<file path="config.mk">
export PLATFORM = sky130hd
export DESIGN_NAME = mul_seq_ctrl
export DESIGN_NICKNAME = d
export VERILOG_FILES = /design/src/rtl/mul_seq_pkg.sv /design/src/rtl/mul_seq_acc.sv /design/src/rtl/mul_seq_ctrl.sv
export SDC_FILE = /design/constraint.sdc
export NUM_CORES = 1
export LEC_CHECK = 0
export BUFFER_PORTS_ARGS = -buffer_cell sky130_fd_sc_hd__buf_4
export CAP_MARGIN = 20
export CORE_UTILIZATION = 33
export DETAILED_ROUTE_END_ITERATION = 10
export MAX_ROUTING_LAYER = met4
export PLACE_DENSITY = 0.52
export RECOVER_POWER = 100
export SKIP_CTS_REPAIR_TIMING = 1
export SYNTH_ARGS = -nofsm -noshare
export SYNTH_HDL_FRONTEND = slang
export SYNTH_SLANG_ARGS = --single-unit
</file>
<file path="constraint.sdc">
create_clock -name clk -period 7.28 [get_ports clk]
set_input_delay 0.364 -clock clk [delete_from_list [all_inputs] [get_ports clk]]
set_output_delay 0.364 -clock clk [all_outputs]
set_load 0.05 [all_outputs]
</file>
<file path="src/rtl/mul_seq_pkg.sv">
// Shared definitions for the sequential nibble multiplier controller:
// FSM state encoding, nibble width and the partial-product shift helper.
package mul_seq_pkg;

   localparam int NIB_W = 4;

   typedef enum logic [1:0] {
      ST_IDLE  = 2'd0,
      ST_ISSUE = 2'd1,
      ST_DRAIN = 2'd2,
      ST_DONE  = 2'd3
   } state_e;

   // Issue index idx walks the a-nibble (inner, i) fastest, then the
   // b-nibble (outer, j); the partial product a_i*b_j weighs 4*(i+j) bits.
   function automatic int unsigned nib_shift(input int unsigned idx,
                                             input int unsigned nib);
      return NIB_W * ((idx % nib) + (idx / nib));
   endfunction

endpackage

</file>
<file path="src/rtl/mul_seq_acc.sv">
// Shift-accumulate register for the sequential multiplier: adds an 8-bit
// partial product, zero-extended to 2*WIDTH bits and left-shifted, into a
// running sum. Clear takes priority over add.
module mul_seq_acc #(
   parameter int WIDTH = 8
) (
   input  logic                         clk,
   input  logic                         rst,
   input  logic                         clr_i,
   input  logic                         add_i,
   input  logic [$clog2(2*WIDTH)-1:0]   shift_i,
   input  logic [7:0]                   part_i,
   output logic [2*WIDTH-1:0]           acc_sum_o
);

   logic [2*WIDTH-1:0] acc_q;
   logic [2*WIDTH-1:0] acc_d;
   logic [2*WIDTH-1:0] term;

   // Next accumulator value; also exported so the controller can capture
   // the final sum on the same edge the last partial product lands.
   always_comb begin
      term  = (2*WIDTH)'(part_i) << shift_i;
      acc_d = acc_q;
      if (clr_i) begin
         acc_d = '0;
      end else if (add_i) begin
         acc_d = acc_q + term;
      end
   end

   // Accumulator register, cleared asynchronously by the active-low reset.
   always_ff @(posedge clk or negedge rst) begin
      if (!rst) begin
         acc_q <= '0;
      end else begin
         acc_q <= acc_d;
      end
   end

   assign acc_sum_o = acc_d;

endmodule

</file>
<file path="src/rtl/mul_seq_ctrl.sv">
// Sequencer computing a WIDTH x WIDTH unsigned product through an external
// registered 4x4 multiplier. One nibble pair is issued per enabled cycle;
// returned 8-bit products are shift-accumulated one cycle later and the
// 2*WIDTH-bit result is offered on a valid/ready output.
module mul_seq_ctrl
   import mul_seq_pkg::*;
#(
   parameter int WIDTH = 8
) (
   input  logic                 clk,
   input  logic                 rst,
   input  logic                 ena,
   input  logic                 in_valid,
   output logic                 in_ready,
   input  logic [WIDTH-1:0]     in_a,
   input  logic [WIDTH-1:0]     in_b,
   output logic [3:0]           mul_a,
   output logic [3:0]           mul_b,
   input  logic [7:0]           mul_p,
   output logic                 out_valid,
   input  logic                 out_ready,
   output logic [2*WIDTH-1:0]   out_p
);

   localparam int NIB   = WIDTH / NIB_W;
   localparam int NN    = NIB * NIB;
   localparam int IDX_W = (NN > 1) ? $clog2(NN) : 1;
   localparam int SH_W  = $clog2(2*WIDTH);
   localparam logic [IDX_W-1:0] IDX_LAST = IDX_W'(NN - 1);

   state_e               state_q, state_d;
   logic [WIDTH-1:0]     a_q, a_d;
   logic [WIDTH-1:0]     b_q, b_d;
   logic [IDX_W-1:0]     idx_q, idx_d;
   logic                 pend_q, pend_d;
   logic [SH_W-1:0]      shift_q, shift_d;
   logic                 out_valid_q, out_valid_d;
   logic [2*WIDTH-1:0]   out_p_q, out_p_d;

   logic                 issue;
   logic                 accept;
   logic                 acc_clr;
   logic [2*WIDTH-1:0]   acc_sum;
   int unsigned          i_n;
   int unsigned          j_n;

   assign issue    = (state_q == ST_ISSUE) && ena;
   assign accept   = (state_q == ST_IDLE) && ena && in_valid;
   assign in_ready = (state_q == ST_IDLE) && ena;

   // Nibble selection for the current issue; the multiplier sees zeros
   // whenever nothing is being issued.
   always_comb begin
      i_n   = 32'(idx_q) % NIB;
      j_n   = 32'(idx_q) / NIB;
      mul_a = '0;
      mul_b = '0;
      if (issue) begin
         mul_a = 4'(a_q >> (NIB_W * i_n));
         mul_b = 4'(b_q >> (NIB_W * j_n));
      end
   end

   // Control FSM: accept, issue NIB*NIB pairs, drain the last product,
   // then hold the result until the consumer takes it.
   always_comb begin
      state_d     = state_q;
      a_d         = a_q;
      b_d         = b_q;
      idx_d       = idx_q;
      pend_d      = 1'b0;
      shift_d     = shift_q;
      out_valid_d = out_valid_q;
      out_p_d     = out_p_q;
      acc_clr     = 1'b0;
      case (state_q)
         ST_IDLE: begin
            if (accept) begin
               a_d     = in_a;
               b_d     = in_b;
               idx_d   = '0;
               acc_clr = 1'b1;
               state_d = ST_ISSUE;
            end
         end
         ST_ISSUE: begin
            if (ena) begin
               pend_d  = 1'b1;
               shift_d = SH_W'(nib_shift(32'(idx_q), NIB));
               if (idx_q == IDX_LAST) begin
                  state_d = ST_DRAIN;
               end else begin
                  idx_d = idx_q + 1'b1;
               end
            end
         end
         ST_DRAIN: begin
            out_valid_d = 1'b1;
            out_p_d     = acc_sum;
            state_d     = ST_DONE;
         end
         ST_DONE: begin
            if (out_ready) begin
               out_valid_d = 1'b0;
               state_d     = ST_IDLE;
            end
         end
         default: state_d = ST_IDLE;
      endcase
   end

   // State registers; reset aborts any operation in flight immediately.
   always_ff @(posedge clk or negedge rst) begin
      if (!rst) begin
         state_q     <= ST_IDLE;
         a_q         <= '0;
         b_q         <= '0;
         idx_q       <= '0;
         pend_q      <= 1'b0;
         shift_q     <= '0;
         out_valid_q <= 1'b0;
         out_p_q     <= '0;
      end else begin
         state_q     <= state_d;
         a_q         <= a_d;
         b_q         <= b_d;
         idx_q       <= idx_d;
         pend_q      <= pend_d;
         shift_q     <= shift_d;
         out_valid_q <= out_valid_d;
         out_p_q     <= out_p_d;
      end
   end

   // The multiplier never stalls, so a pending product is added whether
   // or not ena is high this cycle.
   mul_seq_acc #(
      .WIDTH (WIDTH)
   ) u_acc (
      .clk       (clk),
      .rst       (rst),
      .clr_i     (acc_clr),
      .add_i     (pend_q),
      .shift_i   (shift_q),
      .part_i    (mul_p),
      .acc_sum_o (acc_sum)
   );

   assign out_valid = out_valid_q;
   assign out_p     = out_p_q;

endmodule
</file>
Yosys cells after proc, flatten, opt, wreduce, memory -nomap -nowiden
Cells that the tools add are included.
{ "word_totals": {"regBits": 56, "input_bits": 29, "output_inout_bits": 26, "wordCells": 54} }
{ "op_classes": {"n_addsub": 3, "eq_ne": 9, "shift": 3, "n_mux": 19, "reduce_logical": 11} }
{ "ops": {"columns": ["op", "count"], "rows": [
  ["16-bit 2-to-1 mux", 2],
  ["16-bit adder", 1],
  ["8-bit by 4-bit left shift with 16-bit output", 1],
  ["8-bit by 3-bit right shift with 4-bit output", 2],
  ["2-bit 2-to-1 mux", 7],
  ["4-bit 2-to-1 mux", 2],
  ["2-bit inequality test (second input constant)", 4],
  ["2-bit case mux with 4 select lines", 1],
  ["4-bit AND reduction", 2],
  ["2-bit == test (second input constant)", 3],
  ["2-bit AND reduction", 3],
  ["1-bit 2-to-1 mux", 5],
  ["2-bit case mux with 2 select lines", 1],
  ["2-bit nonzero test", 2],
  ["1-bit logical AND", 3],
  ["1-bit by 1-bit adder with 2-bit output", 1],
  ["2-bit by 1-bit adder with 2-bit output (second input constant)", 1],
  ["2-bit by 1-bit == test with 1-bit output (second input constant)", 1],
  ["2-bit zero test", 1],
  ["2-bit by 1-bit inequality test with 1-bit output (second input constant)", 1],
  ["1-bit case mux with 2 select lines", 1]
]} }

Logic depth before layout (Yosys ltp)
Gate-level depths: netlist of the first run.
{ "depth": {"word_depth": 6, "depth_mapped": 12, "mapped_depth_nobuf": 11} }

Cells and area by module
Synthesis of the first run repeated with hierarchy kept, for this count alone.
{ "hier_totals": {"hier_cells": 362, "area_unflattened_um2": 3691.0} }
{ "by_module_without_submodules": {"columns": ["mod", "instances", "cells_per_inst", "area_per_inst_um2", "seq_area_each_um2"], "rows": [
  ["mul_seq_acc", 1, 231, 1864.3, 400.4],
  ["mul_seq_ctrl", 1, 131, 1826.8, 1001.0]
]} }

Least setup slack after synthesis of the first run
No wires, ideal clock.
{ "synth_timing": {"kind": "register to register", "from": "register shift_q[3]", "to": "register out_p_q[6] (netlist: out_p[6])", "setup_time_ps": 125, "arrival_ps": 2495, "required_time_ps": 7155, "path_slack_ps": 4660, "path_stages_with_launch": 13, "n_path_buf": 1, "synth_period_minus_slack_ps": 2620, "path_cell_list": "dfrtp_1 > clkbuf_1 > nor2_1 > and2_1 > ha_1 > inv_1 > fa_1 > and2b_1 > o21bai_4 > a21boi_2 > mux2i_1 > a311o_1 > mux2_2"} }
{ "synth_between": {"elab_chain_len": 4} }
{ "synth_lines": {"columns": ["element", "line_no", "text"], "rows": [
  ["start: declaration", "mul_seq_ctrl.sv:36", "logic [SH_W-1:0] shift_q, shift_d;"],
  ["start signal: assignment", "mul_seq_ctrl.sv:129", "shift_q <= shift_d;"],
  ["8-bit by 4-bit left shift with 16-bit output", "mul_seq_acc.sv:23", "term = (2*WIDTH)'(part_i) << shift_i;"],
  ["16-bit adder", "mul_seq_acc.sv:28", "acc_d = acc_q + term;"],
  ["16-bit 2-to-1 mux", "mul_seq_acc.sv:27", "end else if (add_i) begin"],
  ["16-bit 2-to-1 mux", "mul_seq_acc.sv:25", "if (clr_i) begin"],
  ["net acc_sum[6]", "mul_seq_ctrl.sv:43", "logic [2*WIDTH-1:0] acc_sum;"],
  ["end signal: assignment", "mul_seq_ctrl.sv:131", "out_p_q <= out_p_d;"],
  ["end: declaration", "mul_seq_ctrl.sv:38", "logic [2*WIDTH-1:0] out_p_q, out_p_d;"]
]} }
The timed path passes the listed nets, and every way through them passes these cells.
A chain may end at the register's enable or synchronous reset.

Worst setup path in the final report of the first run
{ "layout_timing": {"from": "register state_q[0]", "to": "register out_p_q[6] (netlist: out_p[6])"} }
{ "layout_between": {"elab_chain_len": 6, "elab_cells_between_ends": 7, "cone_classes": "eq/ne: 1; mux: 3; reduce/logical: 3"} }
{ "layout_lines": {"columns": ["element", "line_no", "text"], "rows": [
  ["start: declaration", "mul_seq_ctrl.sv:31", "state_e state_q, state_d;"],
  ["start signal: assignment", "mul_seq_ctrl.sv:124", "state_q <= state_d;"],
  ["2-bit zero test (*)", "mul_seq_ctrl.sv:48, mul_seq_ctrl.sv:76", null],
  ["1-bit logical AND (2 in series)", "mul_seq_ctrl.sv:48", "assign accept = (state_q == ST_IDLE) && ena && in_valid;"],
  ["1-bit 2-to-1 mux", "mul_seq_ctrl.sv:78", "if (accept) begin"],
  ["1-bit 2-to-1 mux (*)", "mul_seq_ctrl.sv:76", "case (state_q)"],
  ["16-bit 2-to-1 mux (*)", "mul_seq_acc.sv:25", null],
  ["net acc_sum[6]", "mul_seq_ctrl.sv:43", null]
]} }
Mark *: on every way through the listed nets, which the timed path passes. The rest lies on a longest branch.

==> flow_summary.yaml, run 1 <==
status:
  status: "finished with violations"
  violations: "max-capacitance violations, max-slew violations"
die:
  io_pins: 55
  core.rowCount: 36
  initial_utilization: 0.346
  die-width_um: 104
  core_um2: 9950
  die_h_um: 104
  dieArea_um2: 10800
setup_path:
  crit_fanout: 15
  crit_type: "reg -> reg"
  path_cells: "inv_1, ha_1, and3_1, clkbuf_1, or3_1, mux2i_1, a311o_1, mux2_2"
  critPathLaunchType: "flop"
  rr_worst_depth: 8
  cp_data_arrival_time_ps: 3220
  worst_path_largest_cell_delay_ps: 710
  cp_slowest_cell: "clkbuf_1"
  worst_setup_path_end_kind: "flop"
  cp.required_ps: 7500
clocking:
  cts_sinks: 56
  cts-root-buf: "clkbuf_8"
  cts_tree: "built"
  h-tree-depth: 2
  clk_path_buf_depth: 2
  insertion_delay_ps: 320
  cts_made_buffers: 5
  clk_pin_slew_ps: 110
sta:
  final_hold_viol_count: 0
  worst_pin_slew_ps: 3070
  setup_viol: 0
  slew_headroom: -1.05
  fmax_ghz: 0.333
  fin_crit_sh: 0.412
  finClkSkew_ps: 9.59
  rsz0062_at_grt: "no"
  min_period_ps: 3000
  tns_ps: 0
  report.final.slew_viol_count: 57
  timing.hold.ws_ps: 225
logic_synthesis:
  ys_async_sr_fraction: 1.00
  synth_edf_count: 0
  seq_area_frac_synth: 0.407
  synth_area_um2: 3440
  synthCells: 386
  ys_types: 50
  yosys.area.top_type: "dfrtp_1"
  synth.ff_latch_count: 56
  syn_avg_cell_area_um2: 8.92
  synth_top_area_share: 0.407
  yosysWarnings: 0
  synthFlopType: "dfrtp_1"
  ys_top_cells_by_area: "dfrtp_1 41%, nand2_1 8.3%, ha_1 7.3%"
  syn-num-nets: 436
detailed_routing:
  drt-total-wl_mm: 8.54
  dr.first_iter.drc_count: 101
  vias: 2776
  first_pass_iters: 4
  wl_per_cell_um: 15.1
  routed_via_density: 4.91
  drc_errors: 0
  antenna_left: 0
final_layout:
  diodes: 0
  fillers: 1050
  syn2layout_area_growth_pct: 13.3
  fin_area_um2: 3900
  fin_nets: 481
  drive_gt1_frac: 0.116
pwr:
  ir_drop_v: 0.000132
  p_seq_frac: 0.315
  p_int_w: 0.000895
  p_leak_nw: 1.82
  clock_power_share: 0.104
  p_per_area_nw_per_um2: 460
  swShare: 0.501
  p_sw_w: 0.000899
  pwr-share-comb: 0.582
flow_run:
  max_cap_violations: 1
placement:
  port_buffers: 54
  dp_hpwl_mm: 6.23
  routabilityCongestion: 0.865
  placed_area_um2: 3950
grt:
  grt_pass1_wl_mm: 14.4
  grt_max_degree: 57
  grt_pass1_vias: 2851
  antenna_found_initial: 0
  track_usage: 0.171
  grt_remaining_overflow: 0
min_path:
  whs_path_depth: 3
  hp-class: "in -> reg"
==> cells in the mapped netlist (all sizes together), types with 4 or more instances <==
cell / instances
and2: 5
dfrtp: 56
a31oi: 5
nor2b: 11
inv: 16
a22o: 5
nor3: 5
a21oi: 16
and3: 4
clkbuf: 11
o21a: 4
mux2i: 20
nand2: 76
ha: 20
nor2: 42
or3: 5
xnor2: 4
nand4: 4
mux2: 11
o22ai: 8
buf: 8
o21ai: 12
nand3: 7
==> kinds of logic (layout without fill, tap and decap cells) <==
logic type | Yosys count | after routing | synth area share
AND/OR/NAND/NOR | 169 | 169 | 0.220
flip-flops | 56 | 56 | 0.407
buffers and inverters | 35 | 81 | 0.0436
AO/OA/AOI/OAI | 68 | 68 | 0.142
multiplexers | 31 | 31 | 0.0941
adder cells (fa/ha/maj) | 21 | 21 | 0.0785
XOR/XNOR | 6 | 6 | 0.0153
==> final cells by class <==
cell class	instances	area, um^2	area share
Clock buffer	5	68.8	0.0176
Clock inverter	3	22.5	0.00577
Inverter	16	60.1	0.0154
Multi-Input combinational cell	295	1870	0.479
Sequential cell	56	1400	0.359
Tap cell	133	166	0.0427
Timing Repair Buffer	57	315	0.0808
==> registers in the layout (all words and copies together), names as in the netlist <==
name,count
shift_q,2
u_acc.acc_q,16
b_q,8
out_valid,1
a_q,8
out_p,16
state_q,2
idx_q,2
pend_q,1
==> final timing paths <==
check / from / to / slack (ps)
setup / recovery: state_q[0]$_DFFE_PN0P_ / out_p[6]$_DFFE_PN0P_ / 4280
hold / removal: in_b[0] / b_q[0]$_DFFE_PN0P_ / 230
setup reg to reg: state_q[0]$_DFFE_PN0P_ / out_p[6]$_DFFE_PN0P_ / 4280
hold reg to reg: b_q[0]$_DFFE_PN0P_ / b_q[0]$_DFFE_PN0P_ / 490
max in group asynchronous: rst / idx_q[1]$_DFFE_PN0P_ / 4510
min in group asynchronous: rst / u_acc.acc_q[8]$_DFF_PN0_ / 1040
==> per-stage QoR <==
stage / util / power [W] / worst slack [ps] / std cells
detailed placement: 0.396 / 0.00168 / 4520 / 557
floorplan: - / 0.00141 / 4660 / 386
CTS: 0.406 / 0.00188 / 4470 / 565
finish: 0.392 / 0.00179 / 4280 / 565
global placement: 0.396 / 0.00167 / 4570 / 557
global route: 0.392 / 0.00196 / 3830 / 565
==> placed cells by master, fill, tap and decap left out, types with 7 or more instances in the layout <==
master    netlist  routed
nor2b_1        11      11
a21oi_1        16      16
nand2_1        76      76
buf_4           2      27
inv_1          16      16
dfrtp_1        56      56
nor2_1         42      42
ha_1           20      20
mux2_2         11      11
nand3_1         7       7
clkbuf_1       11      30
o22ai_1         8       8
o21ai_0        11      11
mux2i_1        20      20
==> worst max-delay path, delay by kind of cell (launching register included) <==
| family | cells | cell delay, ps |
|---|---|---|
| buf+inv | 2 | 820 |
| simple gates | 2 | 730 |
| flops | 1 | 420 |
| mux | 2 | 330 |
| compound gates | 1 | 330 |
| fa+ha+maj | 1 | 260 |
==> power by group through the flow <==
stage,clock network [W],logic (W),registers [W]
floorplan,0,0.000752,0.000660
global placement,0,0.00110,0.000569
detailed placement,0,0.00111,0.000572
CTS,0.000194,0.00111,0.000567
global route,0.000201,0.00117,0.000585
finish,0.000186,0.00104,0.000564
==> layer usage <==
layer | routed length [um] | GRT usage | up-vias | share of wire
met4 | 72 | 0.0378 | 0 | 0.0084
met1 | 4130 | 0.228 | 1280 | 0.48
met5 | 0 | - | - | 0
met2 | 3900 | 0.274 | 72 | 0.46
li1 | - | - | 1417 | -
met3 | 431 | 0.0269 | 7 | 0.050
(Power assumes the default switching activity.)
==> run 2, diff against run 1 <==
clock period = 3 ns   (was 7.28 ns; I/O delays follow)
==> run 2 against run 1 <==
- critical path depth up 3
- critical path type unchanged
- cell area up 2.3%
- non-clock buffer count up 9
- the run ends with negative hold slack left
- highest routed layer unchanged
- critical endpoint is now out_p[14]$_DFFE_PN0P_
- fmax up 5.9%
- largest power group unchanged
- final cell count up 1.6%
- clock-buffer cell count unchanged
==> flow_summary.yaml, run 2 (synthesis results as in run 1) <==
final_layout:
  fillers: 1050
  final_common_cell: "nand2_1"
  syn2layout_area_growth_pct: 15.9
  fin_nets: 490
  seq_area_um2: 1400
  stdcell_count: 574
  multi_input_area_um2: 1880
  drive_gt1_frac: 0.136
  diodes: 0
  final_cell_mix: "76 x nand2_1, 56 x dfrtp_1, 42 x nor2_1"
sta:
  report.final.slew_viol_count: 0
  min_period_ps: 2840
  setup_viol: 0
  fmax_ghz: 0.353
  tns_ps: 0
  fin_crit_sh: 0.945
  worst_pin_slew_ps: 1430
  finalWorstSetupSlack_ps: 164
  slew_headroom: 0.0466
  finClkSkew_ps: 7.09
  timing.hold.ws_ps: -3.63
  rsz0062_at_grt: "no"
  final_hold_viol_count: 4
detailed_routing:
  vias: 2861
  first_pass_iters: 4
  routed_via_density: 4.98
  dr.first_iter.drc_count: 88
  antenna_left: 0
  wl_per_cell_um: 15.2
  drc_errors: 0
  drt-total-wl_mm: 8.71
setup_path:
  rrSetupSlack_ps: 160
  cp_slowest_cell: "dfrtp_1"
  cp.depth: 11
  critPathLaunchType: "flop"
  crit_type: "reg -> reg"
  worst_path_largest_cell_delay_ps: 500
  worst_setup_path_end_kind: "flop"
  crit_buf_inv: 1
  crit_family: "simple AND/OR/NAND/NOR gates"
  rr_worst_depth: 11
  crit_fanout: 8
  path_cells: "nor2_1, and2_1, ha_1, inv_1, fa_1, and2b_1, o21bai_4, a211oi_1, or3_1, o311ai_2, mux2_2"
  cp.required_ps: 3220
  cp_data_arrival_time_ps: 3060
grt:
  grt_max_degree: 57
  grt_remaining_overflow: 0
  grt_pass1_vias: 2846
  antenna_found_initial: 0
  grt_pass1_wl_mm: 14.6
  track_usage: 0.173
pwr:
  p_seq_frac: 0.300
  p_sw_w: 0.00223
  p_leak_nw: 1.86
  power_w: 0.00446
  swShare: 0.499
  pwr-share-comb: 0.595
  p_int_w: 0.00223
  clock_power_share: 0.105
  p_per_area_nw_per_um2: 1120
  ir_drop_v: 0.000333
clocking:
  cts-root-buf: "clkbuf_8"
  cts_made_buffers: 5
  cts_tree: "built"
  clk_path_buf_depth: 2
  h-tree-depth: 2
  cts_sinks: 56
  insertion_delay_ps: 330
  clk_pin_slew_ps: 120
status:
  status: "finished with violations"
  violations: "negative hold slack"
die:
  die-width_um: 104
  die_h_um: 104
  core_um2: 9950
  io_pins: 55
  dieArea_um2: 10800
  core.rowCount: 36
  initial_utilization: 0.346
placement:
  dp_slack_ps: 240
  dp_hpwl_mm: 6.44
  port_buffers: 54
  routabilityCongestion: 0.898
  dp_cells: 565
flow_run:
  max_cap_violations: 0
min_path:
  whs_path_depth: 3
  hp-class: "in -> reg"
run 2: cell types whose count changed in the layout (fill, tap and decap cells not counted), sizes merged:
cell,change
buf,+7
clkbuf,+1
dlygate4sd3,+1
clkinvlp,+1
clkinv,-1
run 2: worst reg2reg max path: cells and delay by family (launching register included):
family                     cells  cell delay, ps
AOI/OAI and AO/OA              3             530
adders and majority gates      2             520
buffers and inverters          1              50
DFF                            1             500
muxes                          1             290
and+or+nand+nor                4             840
run 2: power groups by stage:
stage	clock network, W	logic [W]	registers, W
after floorplan	0	0.00183	0.00160
after global placement	0	0.00277	0.00135
after detailed placement	0	0.00278	0.00136
after CTS	0.000486	0.00279	0.00134
after global routing	0.000509	0.00294	0.00138
final	0.000469	0.00265	0.00134
run 2: worst paths after layout:
kind / start / end
max in group asynchronous: rst / out_p[5]$_DFFE_PN0P_
worst min register to register: b_q[4]$_DFFE_PN0P_ / b_q[4]$_DFFE_PN0P_
worst min-delay path: in_b[2] / b_q[2]$_DFFE_PN0P_
worst max register to register: shift_q[2]$_DFFE_PN0P_ / out_p[14]$_DFFE_PN0P_
worst max-delay path: shift_q[2]$_DFFE_PN0P_ / out_p[14]$_DFFE_PN0P_
min in group asynchronous: rst / out_p[1]$_DFFE_PN0P_
run 2: cell type report:
cell class | instances | share of cell area
inverters | 16 | 0.0151
multi-input cells | 295 | 0.471
clock buffers | 5 | 0.0172
well taps | 133 | 0.0417
flip-flops and latches | 56 | 0.351
repair buffers | 66 | 0.0969
clock inverters | 3 | 0.00690
run 2: metrics by stage:
step                      hold WS (ps)  cell area [um^2]   util
after floorplan                   -146              3440      -
after global routing              1.62              3990  0.401
final                            -3.63              3990  0.401
after CTS                         -103              4100  0.412
after detailed placement           267              4010  0.402
after global placement             265              4010  0.402
run 2: routing by layer:
metal  vias to the layer above  GRT usage  routed length (um)
met2                        68      0.277                3960
met5                         -          -                   0
met3                        11     0.0269                 344
met4                         0     0.0337                  69
li1                       1435          -                   -
met1                      1347      0.233                4340
